File: src/rtl/frame_arb_pkg.sv
// Shared FSM state type, game-state encodings and pixel constants for frame_write_arbiter.
package frame_arb_pkg;

    typedef enum logic [1:0] {
        IDLE      = 2'd0,
        GRANT     = 2'd1,
        EXHAUSTED = 2'd2
    } arb_state_e;

    localparam logic [1:0] START    = 2'b00;
    localparam logic [1:0] PLAY     = 2'b01;
    localparam logic [1:0] GAMEOVER = 2'b10;

    localparam logic [4:0] TRANSPARENT_PIX = 5'h15;

endpackage

File: src/rtl/frame_write_arbiter_rr_arbiter.sv
// Winner selection for frame_write_arbiter: round-robin by default, fixed lowest-index
// priority when FRAME_ARB_FIXED_PRIO_EN is defined.
module rr_arbiter
    import frame_arb_pkg::*;
#(
    parameter int NUM_REQ = 4,
    parameter int IDX_W   = (NUM_REQ > 1) ? $clog2(NUM_REQ) : 1
) (
    input  logic               clk,
    input  logic               rst,
    input  logic [NUM_REQ-1:0] req,
    input  logic               advance,
    output logic [NUM_REQ-1:0] win_onehot,
    output logic               win_valid
);

`ifdef FRAME_ARB_FIXED_PRIO_EN

    logic unused_fixed;
    assign unused_fixed = ^{clk, rst, advance};

    // Scan from the top down so the lowest requesting index is the last one written.
    always_comb begin
        win_onehot = '0;
        win_valid  = 1'b0;
        for (int i = NUM_REQ - 1; i >= 0; i--) begin
            if (req[i]) begin
                win_onehot    = '0;
                win_onehot[i] = 1'b1;
                win_valid     = 1'b1;
            end
        end
    end

`else

    logic [IDX_W-1:0] ptr_q, ptr_d;
    logic [IDX_W-1:0] win_idx;
    logic [IDX_W-1:0] idx;
    logic [IDX_W:0]   sum;

    // Search starting at the pointer, wrapping modulo NUM_REQ.
    always_comb begin
        win_onehot = '0;
        win_valid  = 1'b0;
        win_idx    = '0;
        idx        = '0;
        sum        = '0;
        for (int i = 0; i < NUM_REQ; i++) begin
            sum = {1'b0, ptr_q} + (IDX_W+1)'(i);
            if (sum >= (IDX_W+1)'(NUM_REQ)) begin
                sum = sum - (IDX_W+1)'(NUM_REQ);
            end
            idx = sum[IDX_W-1:0];
            if (!win_valid && req[idx]) begin
                win_valid       = 1'b1;
                win_onehot[idx] = 1'b1;
                win_idx         = idx;
            end
        end
    end

    always_comb begin
        ptr_d = ptr_q;
        if (advance && win_valid) begin
            ptr_d = (win_idx == IDX_W'(NUM_REQ - 1)) ? '0 : win_idx + IDX_W'(1);
        end
    end

    always_ff @(posedge clk or posedge rst) begin
        if (rst) begin
            ptr_q <= '0;
        end else begin
            ptr_q <= ptr_d;
        end
    end

`endif

endmodule

File: src/rtl/frame_write_arbiter.sv
// Arbitrates pixel writes from NUM_REQ requesters into the frame RAM during blanking.
// Define FRAME_ARB_FIXED_PRIO_EN to replace round-robin with fixed lowest-index priority.
module frame_write_arbiter
    import frame_arb_pkg::*;
#(
    parameter int NUM_REQ    = 4,
    parameter int ADDR_W     = 19,
    parameter int MAX_WRITES = 1024
) (
    input  logic                      Clk,
    input  logic                      Reset,
    input  logic                      blank,
    input  logic [1:0]                gameState,
    input  logic [NUM_REQ-1:0]        req,
    input  logic [NUM_REQ*ADDR_W-1:0] req_addr,
    input  logic [NUM_REQ*5-1:0]      req_pixel,
    output logic [NUM_REQ-1:0]        gnt,
    output logic                      ram_we,
    output logic [ADDR_W-1:0]         ram_addr,
    output logic [4:0]                ram_data,
    output logic                      busy
);

    localparam int CNT_W = $clog2(MAX_WRITES + 1);
    localparam int IDX_W = (NUM_REQ > 1) ? $clog2(NUM_REQ) : 1;
    localparam logic [CNT_W-1:0] MAX_CNT = CNT_W'(MAX_WRITES);

    arb_state_e state_q, state_d;

    logic               blank_prev_q;
    logic [CNT_W-1:0]   count_q, count_d;
    logic [NUM_REQ-1:0] gnt_q, gnt_d;
    logic               ram_we_q, ram_we_d;
    logic [ADDR_W-1:0]  ram_addr_q, ram_addr_d;
    logic [4:0]         ram_data_q, ram_data_d;

    logic               blank_rise;
    logic               budget_left;
    logic               grant_allowed;
    logic               grant_fire;
    logic [NUM_REQ-1:0] req_eligible;
    logic [NUM_REQ-1:0] win_onehot;
    logic               win_valid;
    logic [ADDR_W-1:0]  win_addr;
    logic [4:0]         win_pixel;

    assign blank_rise    = blank && !blank_prev_q;
    assign budget_left   = (count_q < MAX_CNT);
    assign grant_allowed = (state_q == GRANT) && blank && budget_left;
    // A requester still shows req in the cycle its gnt is out; skip it for that cycle.
    assign req_eligible  = req & ~gnt_q;
    assign grant_fire    = grant_allowed && win_valid;

    rr_arbiter #(
        .NUM_REQ (NUM_REQ),
        .IDX_W   (IDX_W)
    ) u_rr_arbiter (
        .clk        (Clk),
        .rst        (Reset),
        .req        (req_eligible),
        .advance    (grant_allowed),
        .win_onehot (win_onehot),
        .win_valid  (win_valid)
    );

    always_comb begin
        win_addr  = '0;
        win_pixel = '0;
        for (int i = 0; i < NUM_REQ; i++) begin
            if (win_onehot[i]) begin
                win_addr  = req_addr[i*ADDR_W +: ADDR_W];
                win_pixel = req_pixel[i*5 +: 5];
            end
        end
    end

    always_comb begin
        count_d = count_q;
        if (state_q == IDLE && blank_rise) begin
            count_d = '0;
        end else if (grant_fire) begin
            count_d = count_q + CNT_W'(1);
        end
    end

    always_ff @(posedge Clk or posedge Reset) begin
        if (Reset) begin
            state_q <= IDLE;
        end else begin
            state_q <= state_d;
        end
    end

    always_comb begin
        state_d = state_q;
        unique case (state_q)
            IDLE:      if (blank_rise) state_d = GRANT;
            GRANT: begin
                if (!blank) begin
                    state_d = IDLE;
                end else if (count_d == MAX_CNT) begin
                    state_d = EXHAUSTED;
                end
            end
            EXHAUSTED: if (!blank) state_d = IDLE;
            default:   state_d = IDLE;
        endcase
    end

    always_comb begin
        busy = (state_q == GRANT);
    end

    always_comb begin
        gnt_d      = '0;
        ram_we_d   = 1'b0;
        ram_addr_d = ram_addr_q;
        ram_data_d = ram_data_q;
        if (grant_fire) begin
            gnt_d      = win_onehot;
            ram_we_d   = (win_pixel != TRANSPARENT_PIX) && (gameState == PLAY);
            ram_addr_d = win_addr;
            ram_data_d = win_pixel;
        end
    end

    // blank_prev resets high so a blank already high at reset release is not an edge.
    always_ff @(posedge Clk or posedge Reset) begin
        if (Reset) begin
            blank_prev_q <= 1'b1;
            count_q      <= '0;
            gnt_q        <= '0;
            ram_we_q     <= 1'b0;
            ram_addr_q   <= '0;
            ram_data_q   <= '0;
        end else begin
            blank_prev_q <= blank;
            count_q      <= count_d;
            gnt_q        <= gnt_d;
            ram_we_q     <= ram_we_d;
            ram_addr_q   <= ram_addr_d;
            ram_data_q   <= ram_data_d;
        end
    end

    assign gnt      = gnt_q;
    assign ram_we   = ram_we_q;
    assign ram_addr = ram_addr_q;
    assign ram_data = ram_data_q;

endmodule
File: config.mk
export PLATFORM = sky130hd
export DESIGN_NAME = frame_write_arbiter
export DESIGN_NICKNAME = d
export VERILOG_FILES = /design/src/rtl/frame_arb_pkg.sv /design/src/rtl/frame_write_arbiter_rr_arbiter.sv /design/src/rtl/frame_write_arbiter.sv
export SDC_FILE = /design/constraint.sdc
export NUM_CORES = 1
export LEC_CHECK = 0
export BUFFER_PORTS_ARGS = -buffer_cell sky130_fd_sc_hd__buf_2
export CAP_MARGIN = 25
export CORE_UTILIZATION = 25
export DETAILED_ROUTE_END_ITERATION = 10
export REMOVE_ABC_BUFFERS = 1
export SETUP_SLACK_MARGIN = 0.05
export SLEW_MARGIN = 20
export SYNTH_ARGS = -nofsm -noshare
export SYNTH_HDL_FRONTEND = slang
export SYNTH_SLANG_ARGS = --single-unit
File: constraint.sdc
create_clock -name Clk -period 4.84 [get_ports Clk]
set_input_delay 0.726 -clock Clk [delete_from_list [all_inputs] [get_ports Clk]]
set_output_delay 0.726 -clock Clk [all_outputs]
set_load 0.005 [all_outputs]
==> flow_summary.toml, run 1 <==
[route]
num_vias = 3246
ant_nets = 0
wl_per_cell_um = 16.2
vias_per_cell = 5.24
dr.first_iter.drc_count = 195
totalWireLength_mm = 10.0
drt-pass1-iter-count = 4
drcViolationCount = 0

[timing]
layout_setup_ws_ns = 0.888
min_period_over_period = 0.817
fmax_mhz = 253
worst_slew_margin_rel = 0.377
setup_violations = 0
fin_skew_ns = 0.00565
min_period_ns = 3.95
slew_violations = 0
rsz0062_at_grt = "false"
tns_ns = 0
finalHoldViolCount = 0
worst_slew_pin_slew_ns = 0.934

[cells_and_area]
multi_input_area_sq_mm = 0.00180
seqCellArea_sq_mm = 0.00113
post-route-util = 0.345
layout-drive-gt1-share = 0.353
fin_nets = 587
area_growth_syn_to_layout_pct = 32.3
antennaDiodeCount = 0
nFillCells = 1203
stdcell_area_sq_mm = 0.00403

[yosys]
ys.flop_type = "dfrtp_1"
syn-mean-instance-area_sq_um = 8.68
async_flop_share = 1.00
synthCells = 351
synth_top_area_cell = "dfrtp_1"
yosys_warnings = 0
ys_seq_area_frac = 0.370
synth-seq-cells = 45
synth_edf_count = 0
ys_types = 59
syn_area_sq_mm = 0.00305
synth_top_area_frac = 0.362
synthTopCellsByArea = "dfrtp_1, a21oi_1, a221o_1"

[clock_tree]
clk_pin_slew_ns = 0.06
cts_resized = 0
cts-root-buf = "clkbuf_16"
postCtsHoldBufs = 0
cts_buffers = 5
clock_latency_ns = 0.29
htreeDepth = 2
cts_setup_buffers = 0
tritoncts = "done"
clockBufferDepth = 2
clock-sinks = 45

[critical_path]
max_stage_delay_ns = 0.77
path_buf_inv = 1
critPathMaxFanout = 21
worstSetupStartpointType = "flip-flop"
cp_top_family = "compound AO/OA/AOI/OAI gates"
path_cells = "inv_2, ha_1, mux4_2, a21boi_1, a221o_1, and2_1, a221oi_1, o21ai_0, mux2_2"
critPathCaptureType = "flip-flop"
path_class = "reg -> reg"
required_ns = 5.07
arrival_ns = 4.18
critPathSlowestCell = "and2_1"

[die]
core_area_sq_mm = 0.0117
dieArea_sq_mm = 0.0126
num_io_pins = 135
die_w_um = 112
start_util = 0.261
rows = 39
die_h_um = 112

[placement]
hpwl_mm = 7.58
place_congestion = 0.847
placement.setup.worst_slack_ns = 0.910
dpl_cell_area_sq_mm = 0.00386
port_buffers = 134

[grt]
grt_antenna_before_repair = 0
grt_max_degree = 46
grt_pass1_wl_mm = 16.2
grt.overflow.total = 0
grt_pass1_vias = 3257
grt_use_total = 0.162

[hold_path]
hp-class = "reg -> reg"

[outcome]
outcome = "complete, no violations"

[power_and_ir_drop]
power.leakage_nw = 1.86
powerDensity_mw_per_mm2 = 643
ir_drop_mv = 0.248

[run]
maxCapViolCount = 0
[metal layers]
| layer | up-vias | track usage | part of all wire |
|---|---|---|---|
| met3 | 5 | 0.0259 | 0.061 |
| met1 | 1539 | 0.212 | 0.44 |
| li1 | 1562 | - | - |
| met4 | 0 | 0.0391 | 0.0073 |
| met5 | - | 0 | 0 |
| met2 | 140 | 0.281 | 0.49 |
[sequential cells by signal, summed over array words and instances (netlist names), named ones only]
| name | flops |
|---|---|
| ram_data | 5 |
| gnt | 4 |
| blank_prev_q | 1 |
| count_q | 11 |
| u_rr_arbiter.ptr_q | 1 |
| ram_we | 1 |
| ram_addr | 19 |
| state_q | 2 |
[cells by family (layout without fill, tap and decap cells)]
group	Yosys count	count (layout)	share of synthesized area
AOI/OAI and AO/OA	133	133	0.308
and+or+nand+nor	123	123	0.204
DFF	45	45	0.370
buffers and inverters	31	156	0.0440
xor gates and xnor gates	8	8	0.0230
adders and majority gates	7	7	0.0288
muxes	4	4	0.0222
[synthesized netlist by cell type, drive strengths merged, types with 4 or more instances]
cell type	instances
nand2	25
dfrtp	44
o21ai	13
nand4	6
o211ai	20
a21o	4
a31oi	5
xnor2	5
ha	7
clkbuf	17
nor2	46
a221o	21
nor3	4
a21oi	48
buf	7
or3	5
and3	5
inv	7
nor2b	8
nand2b	4
nand3	6
[worst paths after layout]
path | startpoint | end | slack [ns] | cells after the start
max | flip-flop | ram_data[2] | 0.89 | 9
min | ram_data[4] | ram_data[4] | 0.48 | 2
max reg2reg | flip-flop | ram_data[2] | 0.89 | 9
min reg2reg | ram_data[4] | ram_data[4] | 0.48 | 2
max in group asynchronous | Reset | ram_data[0] | 3.79 | 2
min in group asynchronous | Reset | gnt[3] | 0.55 | 2
[report_power, final]
group | switching (mW) | total, mW | internal [mW]
Sequential | 0.105 | 0.603 | 0.498
Clock | 0.146 | 0.391 | 0.245
Combinational | 0.914 | 1.60 | 0.682
Total | 1.17 | 2.59 | 1.42
[layout make-up]
type                            count  share of cell area
Sequential cell                    45               0.280
Inverter                            7             0.00683
Clock buffer                        6              0.0320
Clock inverter                      2             0.00963
Multi-Input combinational cell    275               0.448
Tap cell                          143              0.0444
Timing Repair Buffer              141               0.180
[tightest hold or removal path: cells and delay by family (launching register included)]
| family | cells | cell delay [ns] |
|---|---|---|
| flops | 1 | 0.34 |
| simple gates | 2 | 0.11 |
[placed cells by master, fill, tap and decap left out, types with 2 or more instances in the layout]
| cell type | n |
|---|---|
| and2_1 | 3 |
| o2111ai_1 | 2 |
| o21ai_0 | 12 |
| nor3_1 | 4 |
| dfrtp_1 | 44 |
| or3_1 | 5 |
| a21o_1 | 4 |
| mux4_2 | 2 |
| xnor2_1 | 5 |
| nor2_1 | 45 |
| a31oi_1 | 5 |
| or2_2 | 2 |
| mux2_2 | 2 |
| and3_1 | 5 |
| nand4_1 | 6 |
| ha_1 | 7 |
| nand2_1 | 25 |
| inv_1 | 5 |
| nor2b_1 | 7 |
| o211ai_1 | 20 |
| nand3b_1 | 2 |
| a21oi_1 | 48 |
| buf_4 | 7 |
| buf_2 | 134 |
| nand3_1 | 6 |
| nand2b_1 | 4 |
| a221o_1 | 21 |
| o31ai_1 | 2 |
| xor2_1 | 3 |
| clkbuf_16 | 5 |
| o221a_2 | 2 |
| a22o_1 | 2 |
[per-stage QoR]
| stage | hold slack, ns | instances | total power [mW] |
|---|---|---|---|
| after global routing | 0.508 | 619 | 2.81 |
| after global placement | 0.471 | 611 | 2.17 |
| after floorplan | 0.470 | 327 | 1.65 |
| after detailed placement | 0.475 | 611 | 2.20 |
| final | 0.481 | 619 | 2.59 |
| after CTS | 0.489 | 619 | 2.61 |
(Power assumes the default switching activity.)
==> run 2, diff against run 1 <==
--- a/config.mk
+++ b/config.mk
@@ -5,6 +5,7 @@
 export SDC_FILE = /design/constraint.sdc
 export NUM_CORES = 1
 export LEC_CHECK = 0
+export ABC_AREA = 1
 export BUFFER_PORTS_ARGS = -buffer_cell sky130_fd_sc_hd__buf_2
 export CAP_MARGIN = 25
 export CORE_UTILIZATION = 25
==> constraint.sdc (replaced) <==
create_clock -name Clk -period 3.3 [get_ports Clk]
set_input_delay 0.495 -clock Clk [delete_from_list [all_inputs] [get_ports Clk]]
set_output_delay 0.495 -clock Clk [all_outputs]
set_load 0.005 [all_outputs]
==> run 2 against run 1 <==
Critical path depth grew 7. Critical path type unchanged. Largest cell class unchanged. Worst hold slack lost 0.15 ns. Sequential share of layout area shrank 1.6 points. Critical endpoint is now ram_we. Count of clock-buffer cells in the layout grew 2. Sequential power grew 40%. Clock skew is essentially flat. Clock power grew 27%. Global-route usage shrank 0.16 points. Synthesized cell count grew 34%. Die area grew 11%. Register-to-register slack lost 0.51 ns. Sequential cell count is the same.
==> flow_summary.toml, run 2 <==
[grt]
grt_pass1_vias = 3429
grt.overflow.total = 0
grt_pass1_wl_mm = 17.8
grt_antenna_before_repair = 0
grt_max_degree = 46
grt_use_total = 0.161

[timing]
rsz0062_at_grt = "false"
fin_skew_ns = 0.00597
fmax_mhz = 342
min_period_ns = 2.93
worst_slew_pin_slew_ns = 0.829
worst_slew_margin_rel = 0.448
slew_violations = 0
finalHoldViolCount = 0
min_period_over_period = 0.887
setup_violations = 0
tns_ns = 0

[power_and_ir_drop]
ir_drop_mv = 0.483
powerDensity_mw_per_mm2 = 915
pwr-share-clk = 0.127
p_comb_frac = 0.656
p_seq_frac = 0.217
p_sw_mw = 2.02
p_total_mw = 3.91
intPower_mw = 1.89
power.leakage_nw = 2.22
swShare = 0.516

[yosys]
yosys_warnings = 0
ys_types = 37
synthCells = 469
syn-mean-instance-area_sq_um = 7.22
syn_area_sq_mm = 0.00339
ys_seq_area_frac = 0.333
async_flop_share = 1.00
synth_edf_count = 0
ys.flop_type = "dfrtp_1"
synth-seq-cells = 45
synth_top_area_frac = 0.325
yosysMostFrequentCell = "nand2_1"
yosys-top-cells-count = "nand2_1, nand3_1, dfrtp_1"
synth_top_area_cell = "dfrtp_1"
synthTopCellsByArea = "dfrtp_1, nand2_1, o211ai_1"

[critical_path]
crit_start = "u_rr_arbiter.ptr_q[1]"
path_cells = "inv_1, ha_1, inv_1, nand3_1, nand2_1, nand2_4, nor2_8, nand3_2, nand2_4, inv_4, nor2_1, nor2_1, a21boi_1, nand2_1, nor2_1, nor2_1"
path_class = "reg -> reg"
critPathSlowestCell = "dfrtp_1"
max_stage_delay_ns = 0.49
reg2reg_from = "u_rr_arbiter.ptr_q[1]"
worstSetupStartpointType = "flip-flop"
critPathMaxFanout = 26
worst_r2r_endpoint = "ram_we"
crit_path_end = "ram_we"
r2r_setup_slack_ns = 0.37
critPathCaptureType = "flip-flop"
reg2regPathDepth = 16
path_common_cell = "nor2_1"
required_ns = 3.47
arrival_ns = 3.10

[outcome]
outcome = "complete, no violations"

[die]
start_util = 0.256
dieArea_sq_mm = 0.0140
die_w_um = 118
num_io_pins = 135
rows = 42
core_area_sq_mm = 0.0132
die_h_um = 118

[clock_tree]
postCtsHoldBufs = 0
clock-sinks = 45
clk_pin_slew_ns = 0.07
clock_latency_ns = 0.29
cts_buffers = 5
clockBufferDepth = 2
cts-root-buf = "clkbuf_16"
htreeDepth = 2
tritoncts = "done"

[route]
wl_per_cell_um = 14.2
drcViolationCount = 0
drt-pass1-iter-count = 4
num_vias = 3558
dr.first_iter.drc_count = 218
ant_nets = 0
vias_per_cell = 4.64
totalWireLength_mm = 10.8

[cells_and_area]
antennaDiodeCount = 0
final_common_cell = "nand2_1"
final_cell_mix = "nand2_1, buf_2, nand3_1"
fin_nets = 701
layout-drive-gt1-share = 0.302
area_growth_syn_to_layout_pct = 26.0
largest_reg_flops = 19

[placement]
hpwl_mm = 8.24
port_buffers = 134
place_congestion = 0.849

[run]
maxCapViolCount = 0

[hold_path]
hp-class = "in -> async"
## run 2: cell count changes after synthesis, moves of 8 or more
cell,before,now
a21oi_1,48,30
a221o_1,21,0
buf_2,2,10
buf_6,1,9
clkbuf_1,17,1
inv_1,6,36
nand2_1,25,136
nand3_1,6,45
nand3_2,0,10
nor2_1,45,37
o211ai_1,20,33
## run 2: area by class of cell
type / instances / area, sq um
clock buffers: 8 / 136
inverters: 43 / 170
flip-flops and latches: 45 / 1130
fillers: 1511 / 8970
well taps: 176 / 220
repair buffers: 136 / 698
multi-input cells: 358 / 1920
## run 2: worst min path at each step
stage	start	endpoint	slack, ns	cells after the start
floorplan	ram_data[1]	ram_data[1]	0.48	2
global placement	ram_addr[9]	ram_addr[9]	0.49	2
detailed placement	ram_addr[9]	ram_addr[9]	0.50	2
CTS	blank	blank_prev_q	0.34	1
global route	blank	blank_prev_q	0.34	1
finish	Reset	ram_addr[11]	0.33	2
## run 2: worst max-delay path, delay by kind of cell, from the launching register on
| kind | cells | cell delay, ns |
|---|---|---|
| AO/OA/AOI/OAI | 1 | 0.19 |
| adder cells (fa/ha/maj) | 1 | 0.36 |
| buffers and inverters | 3 | 0.51 |
| flip-flops | 1 | 0.49 |
| AND/OR/NAND/NOR | 11 | 1.23 |
## run 2: layer usage
layer	share of wire	global-route usage	wire, um
met1	0.45	0.207	4860
met2	0.47	0.263	5050
met3	0.071	0.0430	774
met4	0.015	0.0467	167
met5	0	0	0
## run 2: cell families (layout without fill, tap and decap cells)
family                     Yosys count  in the layout  synth area share
and+or+nand+nor                    250            250             0.342
AOI/OAI and AO/OA                   93             93             0.177
buffers and inverters               66            187             0.102
DFF                                 45             45             0.333
xor gates and xnor gates             8              8            0.0207
adders and majority gates            7              7            0.0258
## run 2: metrics by stage
step	setup WS, ns	std cells	cell area (sq um)	hold WS (ns)	util
6_report	0.374	766	4270	0.326	0.322
4_1_cts	0.236	766	4270	0.336	0.322
2_1_floorplan	0.569	446	3210	0.476	-
3_3_place_gp	0.334	758	4130	0.492	0.312
3_5_place_dp	0.245	758	4130	0.501	0.312
5_1_grt	0.0753	766	4270	0.341	0.322
## run 2: power groups by stage
| stage | Combinational, mW | Clock (mW) | Sequential (mW) |
|---|---|---|---|
| detailed placement | 2.56 | 0 | 0.850 |
| global route | 2.93 | 0.531 | 0.869 |
| finish | 2.56 | 0.498 | 0.847 |
| CTS | 2.57 | 0.511 | 0.846 |
| global placement | 2.54 | 0 | 0.856 |
| floorplan | 1.85 | 0 | 0.833 |
## run 2: timing repair
item	CTS	global route
setup buffers	0	0
resized for setup	0	3
setup endpoints to repair	0	2
